**config.mk**
```make
export PLATFORM = sky130hd
export DESIGN_NAME = wb
export DESIGN_NICKNAME = d
export VERILOG_FILES = /design/src/rtl/wb.sv
export SDC_FILE = /design/constraint.sdc
export NUM_CORES = 1
export LEC_CHECK = 0
export BUFFER_PORTS_ARGS = -buffer_cell sky130_fd_sc_hd__clkbuf_2
export CORE_AREA = 2 2 139 175
export DETAILED_ROUTE_END_ITERATION = 6
export DIE_AREA = 0 0 141 177
export GPL_ROUTABILITY_DRIVEN = 0
export HOLD_SLACK_MARGIN = 0.05
export PLACE_DENSITY = 0.69
export RECOVER_POWER = 25
export SETUP_SLACK_MARGIN = 0.2
export SLEW_MARGIN = 20
export SYNTH_ARGS = -nofsm -noshare
export SYNTH_HDL_FRONTEND = slang
export SYNTH_SLANG_ARGS = --single-unit
```
**constraint.sdc**
```tcl
create_clock -name clk -period 3.95 [get_ports clk]
set_input_delay 0.1975 -clock clk [delete_from_list [all_inputs] [get_ports clk]]
set_output_delay 0.1975 -clock clk [all_outputs]
set_load 0.1 [all_outputs]
```
**src/rtl/wb.sv**
```systemverilog
// Write-back stage: register-file write port, HI/LO, and the CP0 subset
// (Status, Cause, EPC, BadVAddr, Count) with exception/ERET redirect.
module wb #(
    parameter logic [31:0] EXC_ENTRY  = 32'hBFC0_0380,
    parameter logic [31:0] STATUS_RST = 32'h0040_0000
) (
    input  logic         clk,
    input  logic         resetn,
    input  logic         WB_valid,
    input  logic [155:0] MEM_WB_bus_r,
    output logic         rf_wen,
    output logic [4:0]   rf_wdest,
    output logic [31:0]  rf_wdata,
    output logic         WB_over,
    output logic [4:0]   WB_wdest,
    output logic         cancel,
    output logic [31:0]  exc_pc,
    output logic [31:0]  WB_pc
);

    localparam logic [7:0] ADDR_BADVADDR = 8'h40;
    localparam logic [7:0] ADDR_COUNT    = 8'h48;
    localparam logic [7:0] ADDR_STATUS   = 8'h60;
    localparam logic [7:0] ADDR_CAUSE    = 8'h68;
    localparam logic [7:0] ADDR_EPC      = 8'h70;

    localparam logic [4:0] EXC_ADEL = 5'd4;
    localparam logic [4:0] EXC_ADES = 5'd5;
    localparam logic [4:0] EXC_SYS  = 5'd8;
    localparam logic [4:0] EXC_BP   = 5'd9;
    localparam logic [4:0] EXC_RI   = 5'd10;
    localparam logic [4:0] EXC_OV   = 5'd12;

    // Bus fields, MSB first.
    logic        bus_rf_wen;
    logic [4:0]  bus_rf_wdest;
    logic [31:0] mem_result;
    logic [31:0] lo_result;
    logic        hi_write;
    logic        lo_write;
    logic        mfhi;
    logic        mflo;
    logic        mtc0;
    logic        mfc0;
    logic [7:0]  cp0r_addr;
    logic        syscall;
    logic        eret;
    logic        brk;
    logic        fetch_error;
    logic        inst_reserved;
    logic        raddr_error;
    logic        waddr_error;
    logic        overflow;
    logic [31:0] dm_addr;
    logic [31:0] pc;

    assign bus_rf_wen    = MEM_WB_bus_r[155];
    assign bus_rf_wdest  = MEM_WB_bus_r[154:150];
    assign mem_result    = MEM_WB_bus_r[149:118];
    assign lo_result     = MEM_WB_bus_r[117:86];
    assign hi_write      = MEM_WB_bus_r[85];
    assign lo_write      = MEM_WB_bus_r[84];
    assign mfhi          = MEM_WB_bus_r[83];
    assign mflo          = MEM_WB_bus_r[82];
    assign mtc0          = MEM_WB_bus_r[81];
    assign mfc0          = MEM_WB_bus_r[80];
    assign cp0r_addr     = MEM_WB_bus_r[79:72];
    assign syscall       = MEM_WB_bus_r[71];
    assign eret          = MEM_WB_bus_r[70];
    assign brk           = MEM_WB_bus_r[69];
    assign fetch_error   = MEM_WB_bus_r[68];
    assign inst_reserved = MEM_WB_bus_r[67];
    assign raddr_error   = MEM_WB_bus_r[66];
    assign waddr_error   = MEM_WB_bus_r[65];
    assign overflow      = MEM_WB_bus_r[64];
    assign dm_addr       = MEM_WB_bus_r[63:32];
    assign pc            = MEM_WB_bus_r[31:0];

    // Architectural state. Status keeps only its writable fields; the rest
    // of the word is the fixed reset pattern.
    logic [31:0] hi_q, hi_d;
    logic [31:0] lo_q, lo_d;
    logic [31:0] epc_q, epc_d;
    logic [31:0] badvaddr_q, badvaddr_d;
    logic [31:0] count_q, count_d;
    logic        toggle_q, toggle_d;
    logic [7:0]  status_im_q, status_im_d;
    logic        status_exl_q, status_exl_d;
    logic        status_ie_q, status_ie_d;
    logic [1:0]  cause_ip_q, cause_ip_d;
    logic [4:0]  cause_exc_q, cause_exc_d;

    logic [31:0] status_rd;
    logic [31:0] cause_rd;
    logic [31:0] cp0_rdata;

    assign status_rd = {STATUS_RST[31:16], status_im_q, STATUS_RST[7:2],
                        status_exl_q, status_ie_q};
    assign cause_rd  = {22'd0, cause_ip_q, 1'b0, cause_exc_q, 2'b00};

    always_comb begin
        cp0_rdata = 32'd0;
        case (cp0r_addr)
            ADDR_BADVADDR: cp0_rdata = badvaddr_q;
            ADDR_COUNT:    cp0_rdata = count_q;
            ADDR_STATUS:   cp0_rdata = status_rd;
            ADDR_CAUSE:    cp0_rdata = cause_rd;
            ADDR_EPC:      cp0_rdata = epc_q;
            default:       cp0_rdata = 32'd0;
        endcase
    end

    // Exception resolution, first match wins.
    logic        exc;
    logic [4:0]  exc_code;
    logic        badv_load;
    logic [31:0] badv_val;

    always_comb begin
        exc       = fetch_error | inst_reserved | overflow | syscall | brk |
                    raddr_error | waddr_error;
        exc_code  = 5'd0;
        badv_load = 1'b0;
        badv_val  = 32'd0;
        if (fetch_error) begin
            exc_code  = EXC_ADEL;
            badv_load = 1'b1;
            badv_val  = pc;
        end else if (inst_reserved) begin
            exc_code = EXC_RI;
        end else if (overflow) begin
            exc_code = EXC_OV;
        end else if (syscall) begin
            exc_code = EXC_SYS;
        end else if (brk) begin
            exc_code = EXC_BP;
        end else if (raddr_error) begin
            exc_code  = EXC_ADEL;
            badv_load = 1'b1;
            badv_val  = dm_addr;
        end else if (waddr_error) begin
            exc_code  = EXC_ADES;
            badv_load = 1'b1;
            badv_val  = dm_addr;
        end
    end

    always_comb begin
        hi_d         = hi_q;
        lo_d         = lo_q;
        epc_d        = epc_q;
        badvaddr_d   = badvaddr_q;
        status_im_d  = status_im_q;
        status_exl_d = status_exl_q;
        status_ie_d  = status_ie_q;
        cause_ip_d   = cause_ip_q;
        cause_exc_d  = cause_exc_q;
        // Count advances every second cycle regardless of WB_valid.
        toggle_d     = ~toggle_q;
        count_d      = toggle_q ? count_q + 32'd1 : count_q;

        if (WB_valid) begin
            if (exc) begin
                cause_exc_d = exc_code;
                if (!status_exl_q) begin
                    epc_d        = pc;
                    status_exl_d = 1'b1;
                end
                if (badv_load) begin
                    badvaddr_d = badv_val;
                end
            end else begin
                if (hi_write) hi_d = mem_result;
                if (lo_write) lo_d = lo_result;
                if (eret) status_exl_d = 1'b0;
                if (mtc0) begin
                    case (cp0r_addr)
                        ADDR_STATUS: begin
                            status_im_d  = mem_result[15:8];
                            status_exl_d = mem_result[1];
                            status_ie_d  = mem_result[0];
                        end
                        ADDR_CAUSE: cause_ip_d = mem_result[9:8];
                        ADDR_EPC:   epc_d      = mem_result;
                        ADDR_COUNT: begin
                            count_d  = mem_result;
                            toggle_d = 1'b0;
                        end
                        default: ;
                    endcase
                end
            end
        end
    end

    always_ff @(posedge clk or negedge resetn) begin
        if (!resetn) begin
            hi_q         <= 32'd0;
            lo_q         <= 32'd0;
            epc_q        <= 32'd0;
            badvaddr_q   <= 32'd0;
            count_q      <= 32'd0;
            toggle_q     <= 1'b0;
            status_im_q  <= STATUS_RST[15:8];
            status_exl_q <= STATUS_RST[1];
            status_ie_q  <= STATUS_RST[0];
            cause_ip_q   <= 2'd0;
            cause_exc_q  <= 5'd0;
        end else begin
            hi_q         <= hi_d;
            lo_q         <= lo_d;
            epc_q        <= epc_d;
            badvaddr_q   <= badvaddr_d;
            count_q      <= count_d;
            toggle_q     <= toggle_d;
            status_im_q  <= status_im_d;
            status_exl_q <= status_exl_d;
            status_ie_q  <= status_ie_d;
            cause_ip_q   <= cause_ip_d;
            cause_exc_q  <= cause_exc_d;
        end
    end

    logic [31:0] wdata_sel;

    always_comb begin
        if (mfhi)      wdata_sel = hi_q;
        else if (mflo) wdata_sel = lo_q;
        else if (mfc0) wdata_sel = cp0_rdata;
        else           wdata_sel = mem_result;
    end

    // exc_pc uses the pre-edge EPC, so an ERET never sees a same-edge write.
    assign rf_wen   = WB_valid & bus_rf_wen & ~exc;
    assign rf_wdest = WB_valid ? bus_rf_wdest : 5'd0;
    assign rf_wdata = WB_valid ? wdata_sel : 32'd0;
    assign WB_over  = WB_valid;
    assign WB_wdest = WB_valid ? bus_rf_wdest : 5'd0;
    assign cancel   = WB_valid & (exc | eret);
    assign exc_pc   = !WB_valid ? 32'd0 :
                      exc       ? EXC_ENTRY :
                      eret      ? epc_q : 32'd0;
    assign WB_pc    = pc;

endmodule
```
==> results of run 1 <==
[registers in the layout, indices dropped and copies added, names as in the netlist]
signal	count
badvaddr_q	32
count_q	32
epc_q	32
hi_q	32
lo_q	32
status_im_q	8
cause_exc_q	4
cause_ip_q	2
status_exl_q	1
status_ie_q	1
toggle_q	1
[power by group through the flow]
| stage | Sequential [uW] | Combinational [uW] | Clock [uW] |
|---|---|---|---|
| finish | 2130 | 1000 | 1790 |
| global route | 2150 | 1070 | 1890 |
| detailed placement | 2160 | 975 | 0 |
| floorplan | 2100 | 713 | 0 |
| global placement | 2160 | 963 | 0 |
| CTS | 2130 | 1010 | 1820 |
[synth_stat cells, drive strengths merged (2+ instances only)]
cell type and number:
nand2b 7, o21ai 86, o22ai 2, a311oi 6
a22oi 42, a221o 2, nand3 14, and2 9
inv 12, nand4 4, nand2 216, mux2i 25
or2 3, clkbuf 67, and3 33, nor3b 2
xor2 7, dfrtp 177, or4 6, nor4b 3
nor4 14, nor2b 2, a21oi 43, nor2 46
and4 3, o2111ai 2, o31ai 2, a31oi 9
o221ai 8, o2bb2ai 12, nor3 14, a21boi 12
a221oi 16, a21o 2, xnor2 24, o211ai 2
buf 49, a32o 7, or3 2, mux2 109
[final timing paths]
path / startpoint / endpoint / slack, ps / depth (start not counted)
worst max-delay path: MEM_WB_bus_r[67] / exc_pc[5] / 730 / 7
worst max register to register: count_q[10] / count_q[30] / 1560 / 5
max in group asynchronous: resetn / cause_exc_q[0] / 1170 / 2
worst min-delay path: MEM_WB_bus_r[44] / badvaddr_q[12] / 50 / 3
min in group asynchronous: resetn / lo_q[25] / 1110 / 2
worst min register to register: badvaddr_q[17] / badvaddr_q[17] / 480 / 2
[cell type report]
cell class / count / area (sq um) / area share
clock inverters: 14 / 176 / 0.0139
well taps: 292 / 365 / 0.0289
multi-input cells: 807 / 5320 / 0.420
repair buffers: 330 / 1880 / 0.149
flip-flops and latches: 177 / 4430 / 0.350
inverters: 12 / 45.0 / 0.00356
clock buffers: 18 / 439 / 0.0347
[metal layers]
metal / wire length, microns / vias up
li1: - / 4418
met1: 13500 / 4792
met2: 18700 / 402
met3: 1760 / 116
met4: 2240 / 2
met5: 11 / -
[stage by stage]
step | instances | power (uW) | hold slack (ps)
after floorplan | 1112 | 2810 | -98.1
after global placement | 1580 | 3120 | 381
after detailed placement | 1580 | 3140 | 380
after CTS | 1650 | 4950 | 52.7
after global routing | 1650 | 5110 | 65.0
final | 1650 | 4930 | 46.7
[critical path, cell delays in order]
cell	delay [ps]
dlygate4sd3_1	540
clkbuf_2	130
or4_1	700
nor4_2	330
buf_4	390
and3_1	250
clkbuf_2	470
[placed cells by master, fill, tap and decap left out, types with 32 or more instances in the layout]
master / count
nor2_1: 46
clkbuf_2: 233
mux2_2: 109
o21ai_0: 76
a21oi_1: 43
dlygate4sd3_1: 38
a22oi_1: 42
and3_1: 33
dfrtp_1: 177
nand2_1: 215
clkbuf_1: 32
[kinds of logic after synthesis]
logic type	count (synthesis)
flip-flops	177
buffers and inverters	128
AND/OR/NAND/NOR	382
multiplexers	135
AO/OA/AOI/OAI	258
XOR/XNOR	31
adder cells (fa/ha/maj)	1
[repair_timing]
| action | CTS | global route |
|---|---|---|
| endpoints found under the hold margin | 139 | 0 |
| resized for setup | 0 | 0 |
| endpoints found under the setup margin | 0 | 0 |
| hold buffers | 38 | 0 |
==> results.yml, run 1 <==
run_status:
  status: "finished, violations left"
  violations: "capacitance limit, slew limit"
logic_synthesis:
  synthTopCellsByArea: "dfrtp_1 (43%), mux2_2 (12%), nand2_1 (7.9%), o21ai_0 (4.1%), a22oi_1 (3.1%)"
  synth_edf_count: 0
  synth_top_area_frac: 0.430
  synth_fa_ha_area_frac: 0.00121
  yosysSeqAreaShare: 0.430
  yosysTopAreaCell: "dfrtp_1"
  avgSynthCellArea_sq_um: 9.27
  synthMuxAreaShare: 0.146
  netlist_area_sq_um: 10300
  synth_compound_area_frac: 0.163
  ys_warn_count: 0
  synthFlopType: "dfrtp_1"
  synth_nets: 1272
  synth_top_family_by_area: "simple AND/OR/NAND/NOR gates"
  synth_xor_area_frac: 0.0263
  syn_inst: 1112
  async_flop_share: 1.00
  synthSimpleGateAreaFrac: 0.173
  synth_cell_type_count: 58
  ys_ff_latch: 177
die:
  die_y_microns: 177
  rows: 63
  ios: 268
  die-area_sq_um: 25000
  initial_utilization: 0.440
  dieWidth_microns: 141
  core-area_sq_um: 23400
detailed_routing:
  initialDrtViolationCount: 753
  finalWirelength_microns: 36300
  num_vias: 9730
  drt_first_pass_iters: 5
  drc: 0
  final_antenna_net_count: 0
  routed_via_density: 5.90
  wl_per_cell_microns: 22.0
timing:
  min_period_ps: 3220
  tns_ps: 0
  relSlewSlack: -0.833
  drv_slew: 103
  fin_crit_sh: 0.814
  max_freq_mhz: 311
  tightest_slew_ps: 2750
  finalHoldViolations: 0
  fin_skew_ps: 8.60
  rsz0062_at_grt: "false"
  finalWorstSetupSlack_ps: 733
  finalSetupViolCount: 0
pwr:
  p_seq_frac: 0.432
  power_frac_comb: 0.204
  ir_drop_v: 0.000319
  powerDensity_nw_per_um2: 389
  switching_share: 0.327
  p_leak_uw: 0.00602
  power.switching_uw: 1610
  power.internal_uw: 3320
  pwr-share-clk: 0.364
setup_path:
  startpoint_type: "input pin"
  worstSetupPathType: "input pin to output port"
  cp_data_required_time_ps: 3750
  path_max_fanout: 22
  endpoint_kind: "output port"
  worstPathArrival_ps: 3020
clock_tree:
  clock_path_buffers: 2
  path_clk_slew_ps: 70
  numClockSinks: 177
  post_cts_buffers: 0
  cts_htree_levels: 4
  cts_inserted_buffers: 17
  tritoncts: "built"
  clock_latency_ps: 450
  cts-root-buf: "clkbuf_16"
global_route:
  antenna_found_initial: 1
  grt_overflow: 0
  grt_pass1_vias: 9641
  grtUsageTotal: 0.290
  busiest_layer: "met2"
  use_met2: 0.516
  grt_max_degree: 104
  grt_use_met3: 0.0400
  met1_usage: 0.330
  grt_pass1_wl_microns: 54700
worst_hold_path:
  hp-class: "input pin to flop"
cells_and_area:
  syn_to_final_growth_pct: 22.9
  nNetsFinal: 1505
  n_fill_cell: 2221
  final_util: 0.541
  drive_gt1_frac: 0.312
  diodes: 0
  final_area_sq_um: 12700
placement:
  placed_area_sq_um: 11700
  place.port_buffers: 267
  place_ws_ps: 1010
  place_hpwl_microns: 26300
job:
  drv_cap: 1
No activity file was read; power rests on OpenSTA's default activity.
==> inputs of run 2 (changes only) <==
==> constraint.sdc (replaced) <==
create_clock -name clk -period 3 [get_ports clk]
set_input_delay 0.15 -clock clk [delete_from_list [all_inputs] [get_ports clk]]
set_output_delay 0.15 -clock clk [all_outputs]
set_load 0.1 [all_outputs]
==> results.yml, run 2 (same netlist as run 1, synthesis figures left out) <==
timing:
  finalSetupViolCount: 0
  fin_skew_ps: 5.57
  rsz0062_at_grt: "false"
  max_freq_mhz: 399
  relSlewSlack: 0.0723
  tightest_slew_ps: 1390
  finalWorstSetupSlack_ps: 496
  drv_slew: 0
  min_period_ps: 2500
  hold_slack_ps: 52.5
  finalHoldViolations: 0
  fin_crit_sh: 0.835
die:
  dieWidth_microns: 141
  rows: 63
  ios: 268
  die_y_microns: 177
  core-area_sq_um: 23400
  die-area_sq_um: 25000
  initial_utilization: 0.440
worst_hold_path:
  hp-class: "input pin to flop"
setup_path:
  startpoint_type: "input pin"
  slowest_stage: "nor4b_1"
  worstPathArrival_ps: 2350
  worst_path_largest_cell_delay_ps: 560
  endpoint_kind: "output port"
  path_max_fanout: 13
  cp_data_required_time_ps: 2850
  worstSetupPathType: "input pin to output port"
  cpMostUsedCell: "nand2_1"
  path_cells: "clkbuf_2 > nor4b_1 > nand2_1 > o22ai_1 > nand2_1 > a31oi_2 > buf_12"
clock_tree:
  tritoncts: "built"
  clock_latency_ps: 440
  cts-root-buf: "clkbuf_16"
  path_clk_slew_ps: 60
  hold_buffers: 75
  post_cts_buffers: 0
  cts_inserted_buffers: 17
  cts_resized: 0
  clock_path_buffers: 2
  cts_htree_levels: 4
  numClockSinks: 177
placement:
  placed_area_sq_um: 12700
  place_hpwl_microns: 27700
  place.port_buffers: 267
  place_ws_ps: 439
cells_and_area:
  drive_gt1_frac: 0.319
  final_area_sq_um: 13900
  nNetsFinal: 1552
  syn_to_final_growth_pct: 35.3
  final_cell_mix: "nand2_1 (215), clkbuf_2 (183), dfrtp_1 (177)"
  n_fill_cell: 1979
  final_common_cell: "nand2_1"
detailed_routing:
  wl_per_cell_microns: 22.2
  drt_first_pass_iters: 5
  routed_via_density: 5.86
  num_vias: 9958
  finalWirelength_microns: 37700
  initialDrtViolationCount: 866
  final_antenna_net_count: 0
  drc: 0
job:
  drv_cap: 0
global_route:
  grt_pass1_wl_microns: 57400
  grt_overflow: 0
  grt_max_degree: 58
  grtUsageTotal: 0.304
  antenna_found_initial: 2
  grt_pass1_vias: 10200
pwr:
  p_leak_uw: 0.00641
  powerDensity_nw_per_um2: 456
  ir_drop_v: 0.000399
  p_total_uw: 6370
run_status:
  status: "finished, final reports clean"
==> run 2: cell count changes in the layout (fill, tap and decap cells not counted), sizes merged <==
cell	delta
buf	+59
bufinv	-3
clkbuf	-47
clkinv	+5
diode	+2
dlygate4sd3	+38
inv	-6
==> run 2: final timing paths <==
kind	from	to	slack (ps)	cells past startpoint
max in group asynchronous	resetn	badvaddr_q[11]	1190	3
setup reg to reg	count_q[10]	count_q[30]	740	5
min in group asynchronous	resetn	lo_q[24]	580	2
hold reg to reg	badvaddr_q[16]	badvaddr_q[16]	480	2
hold / removal	MEM_WB_bus_r[61]	badvaddr_q[29]	50	3
setup / recovery	MEM_WB_bus_r[76]	rf_wdata[15]	500	7
==> run 2: metal layers <==
| layer | share of wire | wire [microns] | vias up | global-route usage |
|---|---|---|---|---|
| met1 | 0.35 | 13300 | 4826 | 0.341 |
| met4 | 0.076 | 2850 | 0 | 0.209 |
| met5 | 0 | 0 | - | 0 |
| met2 | 0.51 | 19400 | 475 | 0.532 |
| li1 | - | - | 4511 | - |
| met3 | 0.057 | 2170 | 146 | 0.0455 |
==> run 2: critical path, delay by kind of cell <==
| family | cells | cell delay, ps |
|---|---|---|
| simple gates | 3 | 1150 |
| compound gates | 2 | 640 |
| buf+inv | 2 | 410 |
==> run 2: area by class of cell <==
type,instances,area [sq um],area share
Antenna cell,2,5.00,0.000359
Inverter,12,45.0,0.00323
Multi-Input combinational cell,807,5480,0.393
Timing Repair Buffer,377,3090,0.222
Clock buffer,21,470,0.0337
Sequential cell,177,4430,0.318
Clock inverter,10,62.6,0.00449
Tap cell,292,365,0.0262
==> run 2: report_power, final <==
part / internal [uW] / switching (uW)
combinational: 514 / 944
clock: 1110 / 947
sequential: 2610 / 237
total: 4240 / 2130
==> run 2: stage by stage <==
| step | cells | setup TNS, ps | utilization |
|---|---|---|---|
| floorplan | 1112 | -237 | - |
| global placement | 1589 | 0 | 0.542 |
| detailed placement | 1589 | 0 | 0.542 |
| CTS | 1695 | 0 | 0.597 |
| global route | 1698 | 0 | 0.596 |
| finish | 1698 | 0 | 0.596 |
==> inputs of run 3 (changes only) <==
--- a/config.mk
+++ b/config.mk
@@ -11,7 +11,7 @@
 export DIE_AREA = 0 0 141 177
 export GPL_ROUTABILITY_DRIVEN = 0
 export HOLD_SLACK_MARGIN = 0.05
-export PLACE_DENSITY = 0.69
+export PLACE_DENSITY = 0.71
 export RECOVER_POWER = 25
 export SETUP_SLACK_MARGIN = 0.2
 export SLEW_MARGIN = 20
==> constraint.sdc (replaced) <==
create_clock -name clk -period 2.3 [get_ports clk]
set_input_delay 0.115 -clock clk [delete_from_list [all_inputs] [get_ports clk]]
set_output_delay 0.115 -clock clk [all_outputs]
set_load 0.1 [all_outputs]
==> results.yml, run 3 (same netlist as run 1, synthesis figures left out) <==
placement:
  place_ws_ps: 59.5
  place.port_buffers: 267
  placed_area_sq_um: 13500
  place_hpwl_microns: 27800
setup_path:
  worstSetupPathType: "input pin to output port"
  path_max_fanout: 8
  path_cells: "clkbuf_2 > nor4b_2 > nand2_1 > buf_4 > o21ai_0 > a32o_2 > buf_12"
  slowest_stage: "nor4b_2"
  endpoint_kind: "output port"
  cp_data_required_time_ps: 2180
  startpoint_type: "input pin"
  worstPathArrival_ps: 2000
  worst_path_largest_cell_delay_ps: 440
global_route:
  grt_pass1_wl_microns: 57800
  use_met2: 0.554
  grt_use_met3: 0.0457
  grtUsageTotal: 0.304
  grt_overflow: 0
  met1_usage: 0.326
  busiest_layer: "met2"
  grt_pass1_vias: 10600
  grt_max_degree: 65
  antenna_found_initial: 0
pwr:
  powerDensity_nw_per_um2: 570
  p_leak_uw: 0.00702
  ir_drop_v: 0.000512
detailed_routing:
  final_antenna_net_count: 0
  initialDrtViolationCount: 1005
  wl_per_cell_microns: 21.5
  routed_via_density: 5.85
  drt_first_pass_iters: 6
  finalWirelength_microns: 38000
  drc: 0
  num_vias: 10300
timing:
  min_period_ps: 2120
  fin_skew_ps: 12.4
  finalHoldViolations: 0
  rsz0062_at_grt: "true"
  drv_slew: 0
  finalWorstSetupSlack_ps: 182
  fin_crit_sh: 0.921
  finalSetupViolCount: 0
  tightest_slew_ps: 1420
  max_freq_mhz: 472
  relSlewSlack: 0.0516
die:
  ios: 268
  initial_utilization: 0.440
  rows: 63
  dieWidth_microns: 141
  die_y_microns: 177
  die-area_sq_um: 25000
  core-area_sq_um: 23400
cells_and_area:
  syn_to_final_growth_pct: 49.3
  n_fill_cell: 1809
  drive_gt1_frac: 0.388
  diodes: 0
  final_common_cell: "nand2_1"
  final_cell_mix: "nand2_1 (213), clkbuf_2 (184), dfrtp_1 (173)"
  final_area_sq_um: 15400
  nNetsFinal: 1620
  final_util: 0.657
clock_tree:
  cts_inserted_buffers: 17
  clock_path_buffers: 2
  tritoncts: "built"
  cts-root-buf: "clkbuf_16"
  cts_htree_levels: 4
  clock_latency_ps: 440
  numClockSinks: 177
  path_clk_slew_ps: 60
run_status:
  status: "finished, final reports clean"
job:
  drv_cap: 0
worst_hold_path:
  hp-class: "input pin to flop"
## run 3: final cells by class
class / count / area [sq um] / area share
multi-input cells: 807 / 5910 / 0.384
flip-flops and latches: 177 / 4430 / 0.288
clock buffers: 18 / 439 / 0.0286
inverters: 12 / 45.0 / 0.00293
repair buffers: 445 / 4030 / 0.262
well taps: 292 / 365 / 0.0238
clock inverters: 14 / 154 / 0.0100
## run 3: layer usage
layer | vias to the layer above | wire, microns
met5 | - | 0
met4 | 0 | 2570
met3 | 143 | 2060
met2 | 513 | 20200
met1 | 5024 | 13200
li1 | 4652 | -
## run 3: timing repair
action	CTS	global route
gates resized for setup	13	21
pin swaps	2	4
endpoints found under the hold margin	259	1
hold buffers	105	1
setup buffers	1	11
setup endpoints to repair	36	33
## run 3: worst paths after layout
kind | startpoint | to | slack [ps] | cells after the start
min in group asynchronous | resetn | status_im_q[2] | 120 | 2
hold reg to reg | badvaddr_q[17] | badvaddr_q[17] | 500 | 2
setup reg to reg | toggle_q | count_q[15] | 230 | 5
max in group asynchronous | resetn | count_q[8] | 490 | 3
setup / recovery | MEM_WB_bus_r[76] | rf_wdata[23] | 180 | 7
hold / removal | MEM_WB_bus_r[10] | badvaddr_q[10] | 50 | 3
## run 3: through the flow
| step | setup TNS (ps) | hold slack [ps] | total power (uW) | cells |
|---|---|---|---|---|
| final | 0 | 48.0 | 8770 | 1765 |
| after global routing | 0 | 51.3 | 9080 | 1765 |
| after CTS | 0 | 50.9 | 8720 | 1753 |
| after detailed placement | 0 | 23.3 | 5670 | 1615 |
| after global placement | 0 | 18.4 | 5620 | 1615 |
| after floorplan | -420 | -181 | 4910 | 1112 |
## run 3: critical path: cells and delay by family
| family | cells | cell delay, ps |
|---|---|---|
| compound gates | 2 | 720 |
| buf+inv | 3 | 540 |
| simple gates | 2 | 620 |
## run 3: power by group
part,internal [uW],switching [uW]
clock,1650,1300
combinational,828,1310
sequential,3410,283
